File: src/rtl/oscillator_phase_gen.sv
// Per-voice phase sequencer: advances a half-cycle phase accumulator on each
// audio sample strobe and toggles FRONT/BACK on every half-cycle overflow.

typedef enum logic {
  FRONT = 1'b0,
  BACK  = 1'b1
} oscillator_state_t;

module oscillator_phase_gen #(
  parameter int PHASE_WIDTH = 32
) (
  input  logic                   clock,
  input  logic                   reset,
  input  logic                   sample_tick,
  input  logic                   enable,
  input  logic                   restart,
  input  logic [PHASE_WIDTH-1:0] increment,
  output oscillator_state_t      state,
  output logic [PHASE_WIDTH-1:0] phase,
  output logic                   sample_valid,
  output logic                   period_wrap,
  output logic [1:0]             fsm_dbg
);

  // START is the running state that still owes the start-of-note frame.
  typedef enum logic [1:0] {
    IDLE  = 2'd0,
    START = 2'd1,
    RUN   = 2'd2
  } fsm_t;

  fsm_t                   fsm_q, fsm_d;
  oscillator_state_t      state_d;
  logic [PHASE_WIDTH-1:0] phase_d;
  logic                   valid_d;
  logic                   wrap_d;
  logic [PHASE_WIDTH:0]   sum;

  assign sum     = {1'b0, phase} + {1'b0, increment};
  assign fsm_dbg = fsm_q;

  always_comb begin
    fsm_d   = fsm_q;
    state_d = state;
    phase_d = phase;
    valid_d = sample_tick;
    wrap_d  = 1'b0;
    if (!enable) begin
      fsm_d   = IDLE;
      state_d = FRONT;
      phase_d = '0;
    end else if (restart) begin
      state_d = FRONT;
      phase_d = '0;
      if (sample_tick) begin
        fsm_d = RUN;
      end else if (fsm_q == IDLE) begin
        fsm_d = START;
      end
    end else if (sample_tick) begin
      if (fsm_q == RUN) begin
        phase_d = sum[PHASE_WIDTH-1:0];
        if (sum[PHASE_WIDTH]) begin
          state_d = (state == FRONT) ? BACK : FRONT;
          wrap_d  = (state == BACK);
        end
      end else begin
        // First tick after enable: emit phase 0 without advancing.
        fsm_d   = RUN;
        state_d = FRONT;
        phase_d = '0;
      end
    end else if (fsm_q == IDLE) begin
      fsm_d = START;
    end
  end

  always_ff @(posedge clock or posedge reset) begin
    if (reset) begin
      fsm_q        <= IDLE;
      state        <= FRONT;
      phase        <= '0;
      sample_valid <= 1'b0;
      period_wrap  <= 1'b0;
    end else begin
      fsm_q        <= fsm_d;
      state        <= state_d;
      phase        <= phase_d;
      sample_valid <= valid_d;
      period_wrap  <= wrap_d;
    end
  end

endmodule
File: config.mk
export PLATFORM = sky130hd
export DESIGN_NAME = oscillator_phase_gen
export DESIGN_NICKNAME = d
export VERILOG_FILES = /design/src/rtl/oscillator_phase_gen.sv
export SDC_FILE = /design/constraint.sdc
export NUM_CORES = 1
export LEC_CHECK = 0
export CAP_MARGIN = 30
export CORE_UTILIZATION = 24
export DETAILED_ROUTE_END_ITERATION = 8
export GPL_ROUTABILITY_DRIVEN = 0
export SLEW_MARGIN = 20
export SYNTH_ARGS = -nofsm -noshare
export SYNTH_HDL_FRONTEND = slang
export SYNTH_SLANG_ARGS = --single-unit
File: constraint.sdc
create_clock -name clock -period 2.9 [get_ports clock]
set_clock_uncertainty 0.05 [all_clocks]
set_input_delay 0.58 -clock clock [delete_from_list [all_inputs] [get_ports clock]]
set_output_delay 0.58 -clock clock [all_outputs]
set_load 0.005 [all_outputs]
* Yosys cells after proc, flatten, opt, wreduce, memory -nomap -nowiden
Cells that the tools add are included.
Cells by class: $add $sub $neg 1, multipliers 0, div/mod/pow operators 0, $lt $le $gt $ge 0, equal/unequal tests 4, shift-type cells 0, multiplexer cells 21, bitwise operators 0, reductions and logical operators 2
Operators with widths (number):
- $mux W32 | 4
- $add A32 B32 Y33 | 1
- $mux W2 | 6
- $mux W1 | 11
- $ne A4 B4 Y1 const B | 2
- $ne A3 B2 Y1 const B | 1
- $eq A2 B2 Y1 const B | 1
- $logic_not A2 Y1 | 1
- $reduce_and A2 Y1 | 1
Word-level totals: register bits 37, bits in latches 0, bits in writable memories 0, memory bits (read-only) 0, input port bits 37, output and inout bits 37, memories kept 0

* Logic depth before layout (Yosys ltp)
Gate-level depths: netlist of run 1.
depth after elaboration 6, mapped depth 9

* Worst setup path after synthesis of run 1
Ideal clock, no wire load.
kind input-to-reg, start point in increment[0], end point reg phase[22], library setup time 0.124 ns, arrival 2.571 ns, data required time 2.726 ns, slack 0.155 ns, cell stages on the path 9, buffers on the path 0, cells stage by stage ha_1 -> fa_1 -> a21o_1 -> a221oi_2 -> o31a_2 -> and4_1 -> o21ai_1 -> mux2i_1 -> a211o_1
Between the ends: longest elaborated chain between the ends 5
RTL lines:
- start: declaration | RTL line 17 | input logic [PHASE_WIDTH-1:0] increment,
- $add A32 B32 Y33 | RTL line 39 | assign sum = {1'b0, phase} + {1'b0, increment};
- $mux W32 | RTL line 61 | if (fsm_q == RUN) begin
- $mux W32 | RTL line 60 | end else if (sample_tick) begin
- $mux W32 | RTL line 52 | end else if (restart) begin
- $mux W32 | RTL line 48 | if (!enable) begin
- end signal: assignment | RTL line 88 | phase <= phase_d;
- end: declaration | RTL line 19 | output logic [PHASE_WIDTH-1:0] phase,
No other way between the ends. The select of a mux whose other input is x is not followed. A chain may end at the register's enable or synchronous reset.

* Worst setup path in the final report of run 1
start point in increment[23], end point reg phase[30]
Same word-level chain as after synthesis.

==> run summary, run 1 <==
Status: completed
CTS Buf Count: 5
CORE AREA: 0.0132 mm2
CP arrival: 2.96 ns
Yosys top cell by area: dfrtp_1
Filler cells: 1326
Share of cells above drive strength 1: 0.200
DRC viols: 0
Vias in the first global route: 3333
Warnings, synthesis: 0
Die width: 118 um
Fin crit share: 0.973
Worst-path clk slew: 0.06 ns
Vias: 3394
Overflow left after global routing: 0
CTS tree: yes
Worst slew pin tran: 0.568 ns
Fin Setup TNS: 0 ns
RSZ-0062 raised after global routing: false
Routed len/inst: 15.4 um
CP Class: input port to flop
Syn_nets: 448
Final setup violation count: 0
Clk buf depth: 2
Hold Crit Class: flop to flop
Final-report max-slew violation count: 0
Cells after synthesis: 378
Largest net degree at the start of global routing: 38
Synth-to-Final Area Change: 50.3%
Root Driver: clkbuf_16
Register area: 926 um2
Drt pass-1 iters: 4
Pwr dens: 293 mW/mm2
N_diodes: 0
Synth top area share: 0.285
1st-iter DRT viols: 143
Worst Setup Slack post-DPL: -0.396 ns
Gr usage total: 0.152
Top Ports: 74
Starting density of the core: 0.246
Main synth FF type: dfrtp_1
Worst Slack Setup Final: 0.0797 ns
Synth cell types: 61
Min cycle time layout: 2.82 ns
Port Buf Inserts: 73
Avg Synthesized Cell Area: 8.59 um2
Chip height: 118 um
Hold_buf cts: 0
Maximum vdd drop: 0.158 mV
Post-Syn Area: 0.00325 mm2
Relative slew slack: 0.621
Critical Path Start: increment[23]
Static Leak: 2.28 nW
CP max FO: 2
Startpoint Class: input port
Reg2reg start: phase[0]
Reg2reg end: phase[30]
Number of synthesized register bits: 37
DP HPWL: 8080 um
First-pass GRT wire length: 17200 um
Clock sink count: 37
Clk_lat worst skew: 0.29 ns
Worst Hold Path Cells: 2
Final net count: 581
Synth top area cells: dfrtp_1, ha_1, o21ai_0
Row cnt: 42
Req. time, crit path: 3.04 ns
Number of enable flip-flop cells after synthesis: 0
Die area: 0.0140 mm2
Final hold vios: 0
Most frequent cells in the layout: clkdlybuf4s50_1, buf_4, nand2_1
Crit path capture: phase[30]
R2R setup slack: 0.25 ns
Wirelength, routed: 10600 um
Async SR Flop Fraction: 1.00
DRT antenna net count: 0
Post-synthesis sequential area ratio: 0.285
Worst Setup End Kind: flop
Max Cap Violations: 0
Initial antenna violation count: 0
Area of the multi-input gates: 0.00231 mm2
FF-to-FF path depth: 9
FMAX: 355 MHz
Commonest non-fill, non-tap cell in the layout: clkdlybuf4s50_1
CTS H-tree depth: 2
Vias/cell: 4.94
stage by stage:
| step | hold slack (ns) | utilization | power, mW | cells | instance area, um2 |
|---|---|---|---|---|---|
| after floorplan | 0.448 | - | 0.706 | 378 | 3250 |
| final | 0.454 | 0.370 | 1.43 | 687 | 4880 |
| after global routing | 0.501 | 0.370 | 1.50 | 687 | 4880 |
| after detailed placement | 0.448 | 0.351 | 0.871 | 678 | 4630 |
| after global placement | 0.445 | 0.351 | 0.866 | 678 | 4630 |
| after CTS | 0.465 | 0.363 | 1.44 | 685 | 4790 |
cell families (layout without fill, tap and decap cells):
family / count (synthesis) / after routing / synth area share
DFF: 37 / 37 / 0.285
and+or+nand+nor: 110 / 110 / 0.165
xor gates and xnor gates: 21 / 21 / 0.0567
muxes: 2 / 2 / 0.00617
AOI/OAI and AO/OA: 151 / 151 / 0.327
adders and majority gates: 33 / 33 / 0.130
buffers and inverters: 24 / 157 / 0.0301
where the power goes:
| group | internal (mW) | leakage [nW] | switching, mW | total, mW |
|---|---|---|---|---|
| sequential | 0.527 | 0.510 | 0.00988 | 0.537 |
| combinational | 0.173 | 1.70 | 0.161 | 0.334 |
| clock | 0.338 | 0.0700 | 0.221 | 0.559 |
| total | 1.04 | 2.28 | 0.392 | 1.43 |
cell usage after synthesis, types with 2 or more instances:
library cell	number
or3_1	2
nor2_1	13
o221ai_1	2
o21ai_0	36
and4_2	2
dfrtp_1	37
o31a_1	2
o21a_1	7
a221o_1	2
and2_1	7
o21bai_1	3
xnor2_1	12
nand2b_1	2
a21oi_1	34
a22o_1	2
clkbuf_1	13
o31ai_1	6
o21ai_1	3
a21o_1	17
nor3_1	7
a31oi_1	7
mux2i_1	2
nand3_1	5
inv_1	10
nand2_1	48
a211oi_1	2
nor3b_1	2
nand4_1	6
and3_1	11
ha_1	32
a211o_1	2
o211ai_1	5
xor2_1	9
area by class of cell:
cell class / instances / area share
Multi-Input combinational cell: 317 / 0.475
Sequential cell: 37 / 0.190
Tap cell: 176 / 0.0452
Timing Repair Buffer: 140 / 0.253
Clock buffer: 7 / 0.0292
Inverter: 10 / 0.00770
per-layer routing:
| layer | share of wire | up-vias | GRT usage |
|---|---|---|---|
| met5 | 0 | - | 0 |
| met4 | 0.0086 | 0 | 0.0272 |
| met3 | 0.049 | 11 | 0.0299 |
| met2 | 0.47 | 84 | 0.250 |
| met1 | 0.48 | 1605 | 0.207 |
| li1 | - | 1694 | - |
timing repair:
item                       CTS  global route
setup endpoints to repair    4            14
resized for setup            4            14
setup buffers                0             2
pin swaps                    2            15
how the worst min path moves through the flow:
stage                 end  startpoint  slack [ns]
5_1_grt         phase[23]   phase[23]        0.50
4_1_cts        fsm_dbg[1]  fsm_dbg[1]        0.46
3_5_place_dp   fsm_dbg[1]  fsm_dbg[1]        0.45
3_3_place_gp   fsm_dbg[1]  fsm_dbg[1]        0.44
6_report         phase[9]    phase[9]        0.45
2_1_floorplan   phase[10]   phase[10]        0.45
state kept, by name, summed over array words and instances (netlist names):
register      cells
phase            32
fsm_dbg           2
period_wrap       1
sample_valid      1
state             1
worst max-delay path, stage by stage:
cell and delay, ns:
clkdlybuf4s50_1 0.41, ha_1 0.33, a211oi_2 0.22, nor2_1 0.09, or4_1 0.43, a41oi_2 0.27
a21bo_1 0.27, and3_4 0.19, o31ai_4 0.16
Power figures use the tool's default switching activity.
==> run 2: changes to the inputs <==
Settings changed: CAP_MARGIN 30 to 25, HOLD_SLACK_MARGIN from default to 0.15.
==> results of run 2 <==
Final layout, timing and power as in run 1 (identical DEF).
==> run 3: changes to the inputs <==
Settings changed: ABC_CLOCK_PERIOD_IN_PS from default to 2900.
==> results of run 3 <==
Final layout, timing and power as in run 1 (identical DEF).
